[src/rtl/tt_accum_pkg.sv]
// Shared constants for the parametrised accumulator tile: mode encoding,
// uio bit positions and the fixed bidirectional-pad direction mask.
package tt_accum_pkg;

   typedef enum logic [1:0] {
      MODE_LOAD_SUM  = 2'd0,
      MODE_LOAD_DIFF = 2'd1,
      MODE_ACC_ADD   = 2'd2,
      MODE_ACC_SUB   = 2'd3
   } mode_t;

   // uio_in control bits
   localparam int STROBE  = 0;
   localparam int CLEAR   = 1;
   localparam int MODE_LO = 2;

   // uio_out status bits
   localparam int OVF     = 4;
   localparam int VALID   = 5;
   localparam int CNT_LO  = 6;

   localparam logic [7:0] UIO_OE_MASK = 8'hF0;

endpackage

[src/rtl/tt_in_sync.sv]
// Pad-input registers plus a rising-edge detector on the registered strobe.
// Every downstream decision uses only these registered copies.
module tt_in_sync
   import tt_accum_pkg::*;
(
   input  logic       clk,
   input  logic       rst_n,
   input  logic [7:0] ui_in,
   input  logic [7:0] uio_in,
   output logic [7:0] s_ui,
   output logic [7:0] s_uio,
   output logic       strobe_rise
);

   logic s_strobe_d;

   always_ff @(posedge clk or negedge rst_n) begin
      if (!rst_n) begin
         s_ui       <= '0;
         s_uio      <= '0;
         s_strobe_d <= 1'b0;
      end else begin
         s_ui       <= ui_in;
         s_uio      <= uio_in;
         s_strobe_d <= s_uio[STROBE];
      end
   end

   // Tracks regardless of ena, so a strobe already high when ena rises is not an edge.
   assign strobe_rise = s_uio[STROBE] & ~s_strobe_d;

endmodule

[src/rtl/tt_um_param_accum.sv]
// TinyTapeout add/subtract/accumulate tile: registered pad inputs, strobe-edge
// triggered arithmetic into a saturating or wrapping accumulator with status.
module tt_um_param_accum
   import tt_accum_pkg::*;
#(
   parameter int OPW  = 4,
   parameter int ACCW = 8,
   parameter int SAT  = 1
) (
   input  logic [7:0] ui_in,
   output logic [7:0] uo_out,
   input  logic [7:0] uio_in,
   output logic [7:0] uio_out,
   output logic [7:0] uio_oe,
   input  logic       ena,
   input  logic       clk,
   input  logic       rst_n
);

   localparam int RW = ACCW + 1;

   logic [7:0]      s_ui;
   logic [7:0]      s_uio;
   logic            strobe_rise;
   logic [ACCW-1:0] acc;
   logic            ovf;
   logic [1:0]      cnt;
   logic            valid;

   logic            fire;
   logic            do_clear;
   logic            sub_op;
   logic            out_of_range;
   logic [RW-1:0]   a_ext;
   logic [RW-1:0]   b_ext;
   logic [RW-1:0]   raw;
   logic [ACCW-1:0] acc_next;
   logic            unused_ok;

   tt_in_sync u_sync (
      .clk         (clk),
      .rst_n       (rst_n),
      .ui_in       (ui_in),
      .uio_in      (uio_in),
      .s_ui        (s_ui),
      .s_uio       (s_uio),
      .strobe_rise (strobe_rise)
   );

   assign unused_ok = ^{s_ui, s_uio};
   assign uio_oe    = UIO_OE_MASK;

   always_comb begin
      fire     = ena & strobe_rise;
      do_clear = ena & s_uio[CLEAR];
      a_ext    = RW'(s_ui[OPW-1:0]);
      b_ext    = RW'(s_ui[4 +: OPW]);
      sub_op   = 1'b0;
      raw      = '0;
      unique case (mode_t'(s_uio[MODE_LO +: 2]))
         MODE_LOAD_SUM:  raw = a_ext + b_ext;
         MODE_LOAD_DIFF: begin raw = a_ext - b_ext; sub_op = 1'b1; end
         MODE_ACC_ADD:   raw = RW'(acc) + a_ext + b_ext;
         MODE_ACC_SUB:   begin raw = RW'(acc) - (a_ext + b_ext); sub_op = 1'b1; end
         default:        raw = '0;
      endcase
      // Operand magnitudes are below 2^ACCW, so the extra bit is a carry for
      // additions and a borrow for subtractions.
      out_of_range = raw[ACCW];
      acc_next     = raw[ACCW-1:0];
      if (out_of_range && SAT != 0) begin
         acc_next = sub_op ? '0 : '1;
      end
      uo_out               = '0;
      uo_out[ACCW-1:0]     = acc;
      uio_out              = '0;
      uio_out[OVF]         = ovf;
      uio_out[VALID]       = valid;
      uio_out[CNT_LO +: 2] = cnt;
   end

   always_ff @(posedge clk or negedge rst_n) begin
      if (!rst_n) begin
         acc   <= '0;
         ovf   <= 1'b0;
         cnt   <= '0;
         valid <= 1'b0;
      end else begin
         valid <= 1'b0;
         // Clear wins; a coincident strobe edge is dropped.
         if (do_clear) begin
            acc <= '0;
            ovf <= 1'b0;
            cnt <= '0;
         end else if (fire) begin
            acc   <= acc_next;
            ovf   <= ovf | out_of_range;
            cnt   <= cnt + 2'd1;
            valid <= 1'b1;
         end
      end
   end

endmodule

[config.mk]
export PLATFORM = sky130hd
export DESIGN_NAME = tt_um_param_accum
export DESIGN_NICKNAME = d
export VERILOG_FILES = /design/src/rtl/tt_accum_pkg.sv /design/src/rtl/tt_in_sync.sv /design/src/rtl/tt_um_param_accum.sv
export SDC_FILE = /design/constraint.sdc
export NUM_CORES = 1
export LEC_CHECK = 0
export CORE_ASPECT_RATIO = 1.4
export CORE_MARGIN = 2
export CORE_UTILIZATION = 60
export CTS_BUF_LIST = sky130_fd_sc_hd__clkbuf_2
export DETAILED_ROUTE_END_ITERATION = 10
export DONT_BUFFER_PORTS = 1
export PLACE_DENSITY = 0.76
export RECOVER_POWER = 100
export REMOVE_ABC_BUFFERS = 1
export SYNTH_ARGS = -nofsm -noshare
export SYNTH_HDL_FRONTEND = slang
export SYNTH_SLANG_ARGS = --single-unit
[constraint.sdc]
create_clock -name clk -period 3.13 [get_ports clk]
set_input_delay 0.626 -clock clk [delete_from_list [all_inputs] [get_ports clk]]
set_output_delay 0.626 -clock clk [all_outputs]
set_load 0.01 [all_outputs]
==> results of run 1 <==
-- cells by family after synthesis --
kind of cell | count (synthesis)
and+or+nand+nor | 50
buffers and inverters | 33
muxes | 1
AOI/OAI and AO/OA | 57
xor gates and xnor gates | 8
adders and majority gates | 25
DFF | 25
other | 2
-- where the power goes --
group,internal (uW),switching (uW)
Combinational,131,171
Clock,33.8,92.5
Sequential,344,39.4
Total,509,302
-- registers in the layout (all words and copies together) (netlist names) --
name	cells
uo_out	8
u_sync.s_uio	4
valid	1
ovf	1
u_sync.s_ui	8
u_sync.s_strobe_d	1
cnt	2
-- final cells by class --
cell class | count | area (sq um)
Multi-Input combinational cell | 153 | 1180
Fill cell | 272 | 1110
Sequential cell | 25 | 626
Timing Repair Buffer | 8 | 56.3
Inverter | 15 | 56.3
Tap cell | 39 | 48.8
Clock buffer | 4 | 20.0
-- Yosys cell counts (all sizes together) (4+ instances only) --
| cell | instances |
|---|---|
| o22ai | 5 |
| nand2 | 15 |
| nor2 | 18 |
| nand2b | 5 |
| nor2b | 4 |
| ha | 17 |
| inv | 15 |
| a21oi | 10 |
| fa | 8 |
| dfrtp | 25 |
| a32o | 4 |
| buf | 17 |
| o21ai | 15 |
| xnor2 | 5 |
| a31oi | 4 |
-- worst max-delay path: stages (launching register included) --
cell and delay [ns]:
dfrtp_1 0.41, inv_1 0.05, ha_2 0.38, inv_1 0.11, a221oi_2 0.32, xnor2_1 0.13, ha_1 0.20, or2_0 0.22
o221a_2 0.28, o21ai_4 0.23, nor2_2 0.11, clkbuf_2 0.17, a32o_1 0.23
-- through the flow --
stage                     cell area, sq um  total power, uW  hold WS, ns  worst slack (ns)
final                                 1980              812        0.261             0.203
after global routing                  1980              867        0.233            0.0444
after CTS                             1960              810        0.256            0.0608
after detailed placement              1930              673        0.331             0.104
after global placement                1930              661        0.331            0.0941
after floorplan                       1850              609        0.330             0.332
-- worst max-delay path by stage --
| stage | from | end | slack (ns) | cells past startpoint |
|---|---|---|---|---|
| global placement | u_sync.s_ui[2] | uo_out[3] | 0.09 | 11 |
| finish | u_sync.s_ui[6] | uo_out[1] | 0.20 | 12 |
| global route | u_sync.s_ui[6] | uo_out[5] | 0.04 | 12 |
| detailed placement | u_sync.s_ui[2] | uo_out[3] | 0.10 | 11 |
| CTS | u_sync.s_ui[2] | uo_out[3] | 0.06 | 11 |
| floorplan | u_sync.s_ui[2] | uo_out[5] | 0.33 | 11 |
-- repair_timing --
item	CTS	global route
resized for setup	0	3
hold buffers	1	0
setup endpoints to repair	0	7
setup buffers	0	2
hold endpoints to repair	25	0
-- layer usage --
layer,GRT usage [%],part of all wire (%)
met1,30.9,39
met2,41.5,53
met4,9.65,2.2
met3,4.64,5.6
met5,0,0
==> results.json, run 1 <==
{
  "synth-seq-cells": 25,
  "vias": 1457,
  "critPathLaunchType": "flop",
  "clock_path_buffers": 2,
  "die_height_um": 71.1,
  "portBuffers": 0,
  "antenna_cells": 0,
  "drtIter0Drc": 51,
  "die_w_um": 52.0,
  "coreArea_sq_um": 3090,
  "yosys.area_share.adder_pct": 19.3,
  "critPathMaxFanout": 6,
  "regToRegSetupSlack_ns": 0.20,
  "async_flop_share_pct": 100,
  "ys_warn_count": 0,
  "antenna_found_initial": 0,
  "drv_cap": 0,
  "timing.hold.worst_endpoint": "u_sync.s_uio[2]",
  "worst_setup_path_end_kind": "flop",
  "crit_type": "reg2reg",
  "wl_mm": 4.14,
  "utilization_pct": 64.1,
  "start_util_pct": 62.5,
  "max_freq_ghz": 0.342,
  "avgSynthCellArea_sq_um": 9.61,
  "gp_routability_congestion": 0.994,
  "numCtsBuffers": 3,
  "tns_ns": 0,
  "power_leakage_uw": 0.000913,
  "slew_headroom_pct": 25.0,
  "root_buffer": "clkbuf_2",
  "row_count": 24,
  "pin_count": 43,
  "dp_cells": 237,
  "hold_violations": 0,
  "vias_per_cell": 5.97,
  "rsz0062_at_grt": "false",
  "fin_skew_ns": 0.0156,
  "finalNonFillerCells": 244,
  "layout-drive-gt1-share_pct": 10.2,
  "r2r_start": "u_sync.s_ui[6]",
  "hold_path.class": "in2reg",
  "yosysUniqueCellTypes": 46,
  "gr-usage-all-layers_pct": 24.7,
  "cp.required_ns": 3.39,
  "r2r-end": "uo_out[1]",
  "clk_pin_slew_ns": 0.22,
  "ir_worst_vdd_v": 0.000289,
  "dr.pass1.iters": 4,
  "area_growth_syn_to_layout_pct": 2.66,
  "synth_ff_type": "dfrtp_1",
  "cts_tree": "done",
  "wl_per_cell_um": 17.0,
  "yosys.area.top_type_share_pct": 32.4,
  "cellPowerDensity_nw_per_um2": 409,
  "arrival_ns": 3.18,
  "setup_violations": 0,
  "ant_nets": 0,
  "synth-simple-area-share_pct": 12.6,
  "yosys-top-cells-area": "dfrtp_1 (32%), ha_1 (11%), fa_1 (8.3%)",
  "status": "completed",
  "synth.area.mux_share_pct": 0.518,
  "rr_worst_depth": 12,
  "grt_pass1_vias": 1442,
  "synthXorXnorAreaFrac_pct": 3.63,
  "yosysTopAreaCell": "dfrtp_1",
  "dp_hpwl_mm": 3.20,
  "mostFrequentLayoutCell": "dfrtp_1",
  "cts_sinks": 25,
  "synth_area_sq_um": 1930,
  "die_area_sq_um": 3700,
  "worst_pin_slew_ns": 1.12,
  "slew_violations": 0,
  "htree_num_levels": 1,
  "syn-instance-count": 201,
  "fin_nets": 250,
  "yosysSeqAreaShare_pct": 32.4,
  "clkLatencyLatePin_ns": 0.35,
  "grt_pass1_wl_mm": 6.73,
  "fin_crit_ns": 2.93,
  "synth_top_family_by_area": "compound AO/OA/AOI/OAI gates",
  "period_share_pct": 93.5,
  "grt_overflow_total": 0,
  "drc": 0,
  "final_cell_mix": "dfrtp_1 (25), nor2_1 (17), ha_1 (16), inv_1 (15), nand2_1 (15)",
  "synth_compound_area_share_pct": 21.8,
  "synth-edff-count": 0,
  "worstHoldStart": "uio_in[2]",
  "hold_path_depth": 0,
  "grt_max_degree": 26
}
Power figures use the tool's default switching activity.
==> inputs of run 2 (changes only) <==
- clock period: 3.13 -> 2.75 ns (I/O delays scaled with it)
==> results.json, run 2 (synthesis gave the netlist of run 1 again) <==
{
  "finalNonFillerCells": 270,
  "ant_nets": 0,
  "cts_sinks": 25,
  "hold_path_depth": 0,
  "p_seq_share_pct": 40.3,
  "fin_nets": 276,
  "cpMaxStageDelayCell": "fa_2",
  "row_count": 24,
  "r2r_start": "u_sync.s_ui[2]",
  "slew_violations": 0,
  "gr-usage-all-layers_pct": 26.2,
  "ir_worst_vdd_v": 0.000440,
  "cts_tree": "done",
  "hold_violations": 0,
  "switchingPower_uw": 397,
  "multi_input_area_sq_um": 1390,
  "die_area_sq_um": 3700,
  "clk_pin_slew_ns": 0.20,
  "area_growth_syn_to_layout_pct": 24.5,
  "cp.required_ns": 2.99,
  "htree_num_levels": 1,
  "coreArea_sq_um": 3090,
  "grt_overflow_total": 0,
  "m1WireLength_mm": 1.89,
  "regArea_sq_um": 627,
  "clock_path_buffers": 2,
  "portBuffers": 0,
  "vias": 1635,
  "dp_slack_ns": -0.165,
  "die_w_um": 52.0,
  "wl_per_cell_um": 18.2,
  "cpPeakStageDelay_ns": 0.57,
  "wl_met2_mm": 2.65,
  "dr_wl_met3_um": 249,
  "status": "finished with violations",
  "layout-drive-gt1-share_pct": 32.0,
  "path_depth": 9,
  "grt_max_degree": 26,
  "dr.pass1.iters": 4,
  "regToRegSetupSlack_ns": -0.10,
  "hold-worst-slack_ns": 0.214,
  "fin_skew_ns": 0.000386,
  "slew_headroom_pct": 29.2,
  "clkLatencyLatePin_ns": 0.32,
  "drtIter0Drc": 89,
  "critPathMaxFanout": 3,
  "period_share_pct": 104,
  "critPathLaunchType": "flop",
  "r2r-end": "uo_out[3]",
  "crit_path_cell_trace": "buf_6 -> fa_2 -> ha_4 -> a211oi_4 -> nor3b_4 -> o2111ai_4 -> a31oi_1 -> a211o_1 -> a32o_1",
  "grt_pass1_vias": 1594,
  "path_delay_family": "compound AO/OA/AOI/OAI gates",
  "wl_mm": 4.91,
  "root_buffer": "clkbuf_2",
  "antenna_found_initial": 0,
  "power_leakage_uw": 0.00107,
  "swShare_pct": 36.8,
  "die_height_um": 71.1,
  "fin_crit_ns": 2.85,
  "path_buf_inv": 1,
  "vias_per_cell": 6.06,
  "cellPowerDensity_nw_per_um2": 448,
  "highest_layer": "met4",
  "drc": 0,
  "setup_violations": 6,
  "failed_checks": "setup timing",
  "max_freq_ghz": 0.351,
  "worstHoldStart": "ui_in[1]",
  "grt_pass1_wl_mm": 7.37,
  "tns_ns": -0.303,
  "dp_cells": 254,
  "crit_type": "reg2reg",
  "combPwrFrac_pct": 47.1,
  "start_util_pct": 62.5,
  "setup_slack_ns": -0.101,
  "worst_setup_path_end_kind": "flop",
  "final_cell_mix": "dfrtp_1 (24), buf_4 (24), nor2_1 (16), nand2_1 (15), inv_1 (13)",
  "dp_hpwl_mm": 3.40,
  "pin_count": 43,
  "antenna_cells": 0,
  "gp_routability_congestion": 0.910,
  "timing.hold.worst_endpoint": "u_sync.s_ui[1]",
  "fillers": 195,
  "worst_pin_slew_ns": 1.06,
  "drv_cap": 0,
  "rsz0062_at_grt": "true",
  "clkPwrFrac_pct": 12.6,
  "utilization_pct": 77.8,
  "rr_worst_depth": 9,
  "p_int_uw": 681,
  "arrival_ns": 3.09,
  "numCtsBuffers": 3,
  "hold_path.class": "in2reg"
}
-- run 2: per-layer routing --
layer / global-route usage, % / vias up
li1: - / 739
met1: 33.1 / 811
met2: 46.0 / 69
met3: 1.90 / 16
met4: 9.36 / 0
met5: 0 / -
-- run 2: worst max-delay path by stage --
stage                   startpoint   endpoint  slack [ns]
CTS                 u_sync.s_ui[2]  uo_out[3]      -0.003
floorplan           u_sync.s_ui[2]  uo_out[5]       -0.05
finish              u_sync.s_ui[2]  uo_out[3]       -0.10
global placement    u_sync.s_ui[2]  uo_out[3]       -0.10
detailed placement  u_sync.s_ui[5]  uo_out[3]       -0.17
global route        u_sync.s_ui[2]  uo_out[3]       -0.17
-- run 2: metrics by stage --
stage | total power [uW] | instance area, sq um
after floorplan | 693 | 1850
after detailed placement | 797 | 2060
after CTS | 968 | 2140
after global placement | 782 | 2060
after global routing | 1150 | 2400
final | 1080 | 2400
-- run 2: worst register-to-register path, stage by stage, from the launching register on --
cell and delay [ns]:
dfrtp_1 0.48, buf_6 0.15, fa_2 0.57, ha_4 0.22, a211oi_4 0.31, nor3b_4 0.11, o2111ai_4 0.24, a31oi_1 0.14
a211o_1 0.33, a32o_1 0.24
-- run 2: timing repair --
item,4_1_cts,5_1_grt
setup endpoints to repair,8,9
pin swaps,11,23
hold buffers,1,0
gates resized for setup,10,39
hold endpoints to repair,25,0
buffers inserted,2,9
-- run 2: power by group through the flow --
stage / Combinational (uW) / Clock [uW] / Sequential (uW)
6_report: 508 / 136 / 434
5_1_grt: 554 / 154 / 438
4_1_cts: 399 / 140 / 429
3_5_place_dp: 361 / 0 / 436
3_3_place_gp: 348 / 0 / 434
2_1_floorplan: 258 / 0 / 435
-- run 2: layout make-up --
type                            count  area share, %
Sequential cell                    25           26.1
Multi-Input combinational cell    153           57.9
Inverter                           15           2.34
Tap cell                           39           2.03
Timing Repair Buffer               34           10.9
Clock buffer                        4          0.832
==> inputs of run 3 (changes only) <==
- CAP_MARGIN: default -> 20
==> results.json, run 3 (synthesis gave the netlist of run 1 again) <==
{
  "setup_violations": 4,
  "ant_nets": 0,
  "fin_nets": 275,
  "cts_sinks": 25,
  "numCtsBuffers": 3,
  "fin_crit_ns": 2.81,
  "r2r-end": "uo_out[3]",
  "utilization_pct": 77.6,
  "path_buf_inv": 1,
  "clkLatencyLatePin_ns": 0.33,
  "setup_slack_ns": -0.0639,
  "period_share_pct": 102,
  "regToRegSetupSlack_ns": -0.06,
  "vias_per_cell": 6.10,
  "path_delay_family": "compound AO/OA/AOI/OAI gates",
  "worst_setup_path_end_kind": "flop",
  "fin_skew_ns": 0.00849,
  "tns_ns": -0.121,
  "area_growth_syn_to_layout_pct": 24.2,
  "antenna_cells": 0,
  "dp_hpwl_mm": 3.40,
  "power_leakage_uw": 0.00106,
  "critPathLaunchType": "flop",
  "pin_count": 43,
  "grt_overflow_total": 0,
  "die_w_um": 52.0,
  "worstHoldStart": "uio_in[1]",
  "die_area_sq_um": 3700,
  "total_power_uw": 1080,
  "antenna_found_initial": 0,
  "arrival_ns": 3.07,
  "drc": 0,
  "die_height_um": 71.1,
  "htree_num_levels": 1,
  "cpPeakStageDelay_ns": 0.57,
  "gp_routability_congestion": 0.910,
  "wl_per_cell_um": 18.6,
  "wl_mm": 5.01,
  "drtIter0Drc": 79,
  "hold_violations": 0,
  "root_buffer": "clkbuf_2",
  "hold_path_depth": 0,
  "dr.pass1.iters": 5,
  "crit_type": "reg2reg",
  "grt_pass1_vias": 1594,
  "cellPowerDensity_nw_per_um2": 451,
  "gr-usage-all-layers_pct": 26.2,
  "cts_tree": "done",
  "hold_path.class": "in2reg",
  "grt_pass1_wl_mm": 7.37,
  "rsz0062_at_grt": "true",
  "ir_worst_vdd_v": 0.000453,
  "coreArea_sq_um": 3090,
  "cp.required_ns": 3.00,
  "timing.hold.worst_endpoint": "u_sync.s_uio[1]",
  "clk_pin_slew_ns": 0.21,
  "crit_start": "u_sync.s_ui[2]",
  "mostFrequentLayoutCell": "dfrtp_1",
  "slew_headroom_pct": 39.1,
  "worst_pin_slew_ns": 0.914,
  "rr_worst_depth": 9,
  "layout-drive-gt1-share_pct": 31.7,
  "row_count": 24,
  "r2r_start": "u_sync.s_ui[2]",
  "drv_cap": 0,
  "crit_path_cell_trace": "buf_6 -> fa_2 -> ha_4 -> a211oi_4 -> nor3b_4 -> o2111ai_4 -> a31oi_1 -> a211o_1 -> a32o_1",
  "max_freq_ghz": 0.355,
  "portBuffers": 0,
  "vias": 1640,
  "failed_checks": "setup timing",
  "status": "finished with violations",
  "cpMaxStageDelayCell": "fa_2",
  "clock_path_buffers": 2,
  "final_cell_mix": "dfrtp_1 (24), buf_4 (23), nor2_1 (15), nand2_1 (15)",
  "slew_violations": 0,
  "start_util_pct": 62.5,
  "critPathMaxFanout": 3,
  "grt_max_degree": 26
}
## run 3: worst reg2reg max path, delay by kind of cell, from the launching register on
kind | cells | cell delay [ns]
AOI/OAI and AO/OA | 5 | 1.23
adders and majority gates | 2 | 0.79
DFF | 1 | 0.47
buffers and inverters | 1 | 0.14
and+or+nand+nor | 1 | 0.11
## run 3: power breakdown
part           switching, uW  leakage [uW]  total [uW]  internal (uW)
combinational            261      0.000732         510            250
clock                   98.6     0.0000166         137           38.5
sequential              43.2      0.000314         435            392
total                    402       0.00106        1080            680
## run 3: metrics by stage
stage | cell area, sq um | setup WS (ns) | hold slack, ns | cells
3_3_place_gp | 2060 | -0.101 | 0.255 | 254
6_report | 2400 | -0.0639 | 0.207 | 269
4_1_cts | 2140 | -0.00348 | 0.202 | 261
3_5_place_dp | 2060 | -0.165 | 0.255 | 254
2_1_floorplan | 1850 | -0.0479 | 0.254 | 193
5_1_grt | 2400 | -0.168 | 0.163 | 269
## run 3: worst max path at each step
stage                 to  slack [ns]  cells after the start
3_5_place_dp   uo_out[3]       -0.17                     12
2_1_floorplan  uo_out[5]       -0.05                     11
3_3_place_gp   uo_out[3]       -0.10                     11
6_report       uo_out[3]       -0.06                      9
5_1_grt        uo_out[3]       -0.17                      9
4_1_cts        uo_out[3]      -0.003                      9
## run 3: final cells by class
class,count,area [sq um]
flip-flops and latches,25,627
inverters,15,58.8
well taps,39,48.8
multi-input cells,153,1400
fillers,197,693
clock buffers,4,20.0
repair buffers,33,246
## run 3: routing by layer
layer / global-route usage (%) / vias to the layer above / wire (um)
li1: - / 737 / -
met1: 33.1 / 814 / 1940
met2: 46.0 / 79 / 2720
met3: 1.90 / 10 / 247
met4: 9.36 / 0 / 96
met5: 0 / - / 0
## run 3: timing repair
item | in CTS | in global routing
cloned | 0 | 0
endpoints found under the hold margin | 25 | 0
gates resized for setup | 10 | 41
setup buffers | 2 | 7
endpoints found under the setup margin | 8 | 9
pin swaps | 11 | 26
hold buffers | 1 | 0
